--- src/rtl/bomb_controller.sv ---
// Bomb-game core: runs a BCD countdown, collects 4-digit keypad entries and
// compares each entry with the secret code, holding the win/lose result until restarted.
module bomb_controller #(
    parameter logic [15:0] CODE       = 16'h1234,
    parameter int          TICK_DIV   = 50000000,
    parameter int          START_SECS = 60,
    parameter int          MAX_TRIES  = 3
) (
    input  logic       clk,
    input  logic       rst_n,
    input  logic       arm,
    input  logic [3:0] digit,
    input  logic       digit_stb,
    input  logic       repeat_rst,
    output logic       success,
    output logic       fail,
    output logic       armed,
    output logic [7:0] secs_bcd,
    output logic [1:0] tries_left,
    output logic [2:0] digit_cnt
);

    localparam int              PW         = $clog2(TICK_DIV);
    localparam logic [PW-1:0]   TICK_LAST  = PW'(TICK_DIV - 1);
    localparam logic [7:0]      SECS_INIT  = 8'(((START_SECS / 10) * 16) + (START_SECS % 10));
    localparam logic [1:0]      TRIES_INIT = 2'(MAX_TRIES);

    typedef enum logic [1:0] {IDLE, RUN, WIN, LOSE} state_t;

    state_t        state;
    logic [15:0]   entry;
    logic [PW-1:0] presc;

    logic       tick;
    logic       last_digit;
    logic       code_ok;
    logic       last_sec;
    logic       out_of_tries;
    logic [7:0] secs_dec;

    assign tick         = (presc == TICK_LAST);
    assign last_digit   = digit_stb && (digit_cnt == 3'd3);
    // the entry compared includes the digit arriving this cycle
    assign code_ok      = ({entry[11:0], digit} == CODE);
    assign last_sec     = (secs_bcd == 8'h01);
    assign out_of_tries = (tries_left == 2'd1);

    // BCD decrement with borrow; 00 holds
    always_comb begin
        secs_dec = secs_bcd;
        if (secs_bcd != 8'h00) begin
            if (secs_bcd[3:0] == 4'd0)
                secs_dec = {secs_bcd[7:4] - 4'd1, 4'd9};
            else
                secs_dec = {secs_bcd[7:4], secs_bcd[3:0] - 4'd1};
        end
    end

    always_ff @(posedge clk or negedge rst_n) begin
        if (!rst_n) begin
            state      <= IDLE;
            success    <= 1'b0;
            fail       <= 1'b0;
            armed      <= 1'b0;
            secs_bcd   <= SECS_INIT;
            tries_left <= TRIES_INIT;
            digit_cnt  <= 3'd0;
            entry      <= 16'h0000;
            presc      <= '0;
        end else begin
            case (state)
                IDLE: begin
                    if (arm) begin
                        state      <= RUN;
                        armed      <= 1'b1;
                        presc      <= '0;
                        digit_cnt  <= 3'd0;
                        secs_bcd   <= SECS_INIT;
                        tries_left <= TRIES_INIT;
                        entry      <= 16'h0000;
                    end
                end
                RUN: begin
                    presc <= tick ? '0 : presc + PW'(1);
                    if (tick)
                        secs_bcd <= secs_dec;
                    if (digit_stb) begin
                        entry     <= {entry[11:0], digit};
                        digit_cnt <= last_digit ? 3'd0 : digit_cnt + 3'd1;
                    end
                    if (last_digit && !code_ok)
                        tries_left <= tries_left - 2'd1;
                    // a correct code beats a simultaneous timeout
                    if (last_digit && code_ok) begin
                        state   <= WIN;
                        armed   <= 1'b0;
                        success <= 1'b1;
                    end else if ((last_digit && out_of_tries) || (tick && last_sec)) begin
                        state <= LOSE;
                        armed <= 1'b0;
                        fail  <= 1'b1;
                    end
                end
                WIN, LOSE: begin
                    if (repeat_rst) begin
                        state      <= IDLE;
                        success    <= 1'b0;
                        fail       <= 1'b0;
                        secs_bcd   <= SECS_INIT;
                        tries_left <= TRIES_INIT;
                        digit_cnt  <= 3'd0;
                    end
                end
                default: state <= IDLE;
            endcase
        end
    end

endmodule

--- config.mk ---
export PLATFORM = sky130hd
export DESIGN_NAME = bomb_controller
export DESIGN_NICKNAME = d
export VERILOG_FILES = /design/src/rtl/bomb_controller.sv
export SDC_FILE = /design/constraint.sdc
export NUM_CORES = 1
export LEC_CHECK = 0
export CAP_MARGIN = 5
export CELL_PAD_IN_SITES_DETAIL_PLACEMENT = 1
export CELL_PAD_IN_SITES_GLOBAL_PLACEMENT = 1
export CORE_MARGIN = 5
export CORE_UTILIZATION = 35
export DETAILED_ROUTE_END_ITERATION = 16
export PLACE_DENSITY_LB_ADDON = 0.1
export SLEW_MARGIN = 20
export SYNTH_ARGS = -nofsm -noshare
export SYNTH_HDL_FRONTEND = slang
export SYNTH_SLANG_ARGS = --single-unit
--- constraint.sdc ---
create_clock -name clk -period 2.91 [get_ports clk]
set_input_delay 0.7275 -clock clk [delete_from_list [all_inputs] [get_ports clk]]
set_output_delay 0.7275 -clock clk [all_outputs]
set_load 0.05 [all_outputs]
==> impl_metrics.json <==
{
  "routed_wl_mm": 7.57,
  "slew-limit-headroom_pct": 62.8,
  "worst-path-max-fanout": 8,
  "die_h_um": 102,
  "synth_simple_gate_area_share_pct": 23.9,
  "synthTopCellsByCount": "dfrtp_1, nand2_1, nor2_1",
  "cp_data_arrival_time_ns": 2.82,
  "synth.area.top_cells": "dfrtp_1, a22o_1, nand2_1",
  "slew_viol_final": 0,
  "grt_pass1_vias": 2680,
  "dieArea_um2": 10400,
  "status": "complete, no violations",
  "hold_viol": 0,
  "finalCriticalPeriod_ns": 2.61,
  "holdBufCountCts": 0,
  "synth_top_area_cell": "dfrtp_1",
  "synth-edff-count": 0,
  "antenna_found_initial": 0,
  "nFillCells": 974,
  "synth_cell_types": 56,
  "placed_cell_area_um2": 3420,
  "muxShareOfSynthArea_pct": 0.673,
  "worst_pin_slew_ns": 0.557,
  "yosysSeqAreaShare_pct": 47.3,
  "grt_pass1_wl_mm": 13.1,
  "cts_tree": "done",
  "skew_ns": 0.0108,
  "leakagePower_uw": 0.00151,
  "gp_congestion": 0.817,
  "core_area_um2": 8260,
  "power_density_nw_per_um2": 817,
  "setup_viol": 0,
  "initial_core_util_pct": 36.0,
  "netlist_area_um2": 2970,
  "root_buffer": "clkbuf_8",
  "path_delay_family": "simple AND/OR/NAND/NOR gates",
  "fin_cells": 450,
  "drv_cap": 0,
  "antenna_left": 0,
  "first_pass_iters": 4,
  "grt_setup_unrepaired": "false",
  "cpPeakStageDelay_ns": 0.55,
  "antenna_cells": 0,
  "crit_slowest_cell": "or4b_1",
  "ys_ff_latch": 56,
  "dp_hpwl_mm": 5.52,
  "crit_path_start_kind": "flip-flop",
  "synth_fa_ha_area_share_pct": 2.94,
  "avgSynthCellArea_um2": 9.62,
  "crit_chain": "or4b_1, or4_1, or3_1, o211a_1, a211o_1",
  "nNetsFinal": 360,
  "cts_buffers": 5,
  "synth.most_common_cell": "dfrtp_1",
  "via_per_inst": 5.62,
  "synth_top_family_by_area": "simple AND/OR/NAND/NOR gates",
  "async_reset_ff_share_pct": 100,
  "post-route-drc-count": 0,
  "required_ns": 3.12,
  "wl_per_cell_um": 16.8,
  "crit_buf_inv": 0,
  "grt_max_degree": 37,
  "dp_cells": 442,
  "finalCritPeriodShare_pct": 89.8,
  "endpoint_kind": "flip-flop",
  "io_pins": 25,
  "ir_drop_mv": 0.234,
  "synth_compound_area_share_pct": 19.4,
  "syn_nets": 325,
  "clk_pin_slew_ns": 0.12,
  "clockBufferDepth": 2,
  "synth_cells": 309,
  "ys.warnings.count": 0,
  "grt_overflow_total": 0,
  "drtIter0Drc": 64,
  "area_delta_synth_final_pct": 18.1,
  "clock_sinks": 56,
  "post_cts_resized": 0,
  "netlist.area_leader.share_pct": 43.8,
  "num_vias": 2528,
  "finalInstanceArea_um2": 3510,
  "ys.flop_type": "dfrtp_1",
  "cts_setup_buffers": 0,
  "fin_util_pct": 42.5,
  "io_buffers": 24,
  "grt_use_total_pct": 15.7,
  "finalSetupTns_ns": 0,
  "htree_levels": 2,
  "path_class": "flip-flop to flip-flop",
  "die_w_um": 102,
  "total_power_uw": 2870,
  "clkLatencyLatePin_ns": 0.32,
  "num_rows": 33,
  "worstHoldPathType": "input port to async pin",
  "fmax_mhz": 383,
  "synth-xor-area-share_pct": 2.65,
  "drive_gt1_share_pct": 10.7
}
==> layout by cell type, fill, tap and decap left out, types with 5 or more instances in the layout <==
| cell type | instances |
|---|---|
| ha_1 | 7 |
| a31oi_1 | 6 |
| clkbuf_8 | 5 |
| nand4_1 | 10 |
| a22o_1 | 14 |
| buf_4 | 14 |
| nor4_1 | 6 |
| xor2_1 | 8 |
| a21oi_1 | 13 |
| nor2_1 | 26 |
| nand3_1 | 16 |
| or3_1 | 6 |
| dfrtp_1 | 52 |
| clkdlybuf4s50_1 | 23 |
| inv_1 | 12 |
| or4_1 | 6 |
| o21ai_0 | 21 |
| nand2_1 | 29 |
==> routing by layer <==
metal | vias up | global-route usage (%) | part of all wire, %
li1 | 1222 | - | -
met1 | 1273 | 20.1 | 47
met2 | 27 | 27.6 | 49
met3 | 6 | 1.98 | 2.4
met4 | 0 | 4.54 | 1.0
met5 | - | 0 | 0
==> final cells by class <==
class                   count  area (µm²)  share of cell area (%)
clock buffers               5        68.8                    1.96
well taps                 105         131                    3.74
flip-flops and latches     56        1410                    40.0
inverters                  12        45.0                    1.28
repair buffers             39         360                    10.3
clock inverters             3        27.5                   0.784
multi-input cells         230        1470                    41.9
==> metrics by stage <==
| step | hold WS, ns | setup WS, ns |
|---|---|---|
| 2_1_floorplan | 0.432 | 0.438 |
| 3_3_place_gp | 0.485 | 0.358 |
| 3_5_place_dp | 0.498 | 0.321 |
| 4_1_cts | 0.379 | 0.292 |
| 5_1_grt | 0.398 | 0.196 |
| 6_report | 0.362 | 0.296 |
==> report_power, final <==
group          total, µW  internal, µW  switching [µW]
Sequential          1220          1000             216
Combinational       1190           479             713
Clock                463           178             285
Total               2870          1660            1210
==> logic make-up after synthesis <==
family,count (synthesis)
xor gates and xnor gates,9
AOI/OAI and AO/OA,84
and+or+nand+nor,128
DFF,56
adders and majority gates,7
buffers and inverters,23
muxes,2
==> registers in the layout, summed over array words and instances (netlist names) <==
register / count
armed: 1
digit_cnt: 3
entry: 12
fail: 1
presc: 26
secs_bcd: 8
state: 2
success: 1
tries_left: 2
==> worst paths after layout <==
path	depth (start not counted)	start	to	slack (ns)
worst max-delay path	5	presc[18]	secs_bcd[7]	0.30
worst min-delay path	1	rst_n	entry[0]	0.36
worst max register to register	5	presc[18]	secs_bcd[7]	0.30
worst min register to register	2	tries_left[1]	tries_left[1]	0.52
max in group asynchronous	2	rst_n	secs_bcd[5]	1.89
min in group clk	2	tries_left[1]	tries_left[1]	0.52
(Power assumes the default switching activity.)
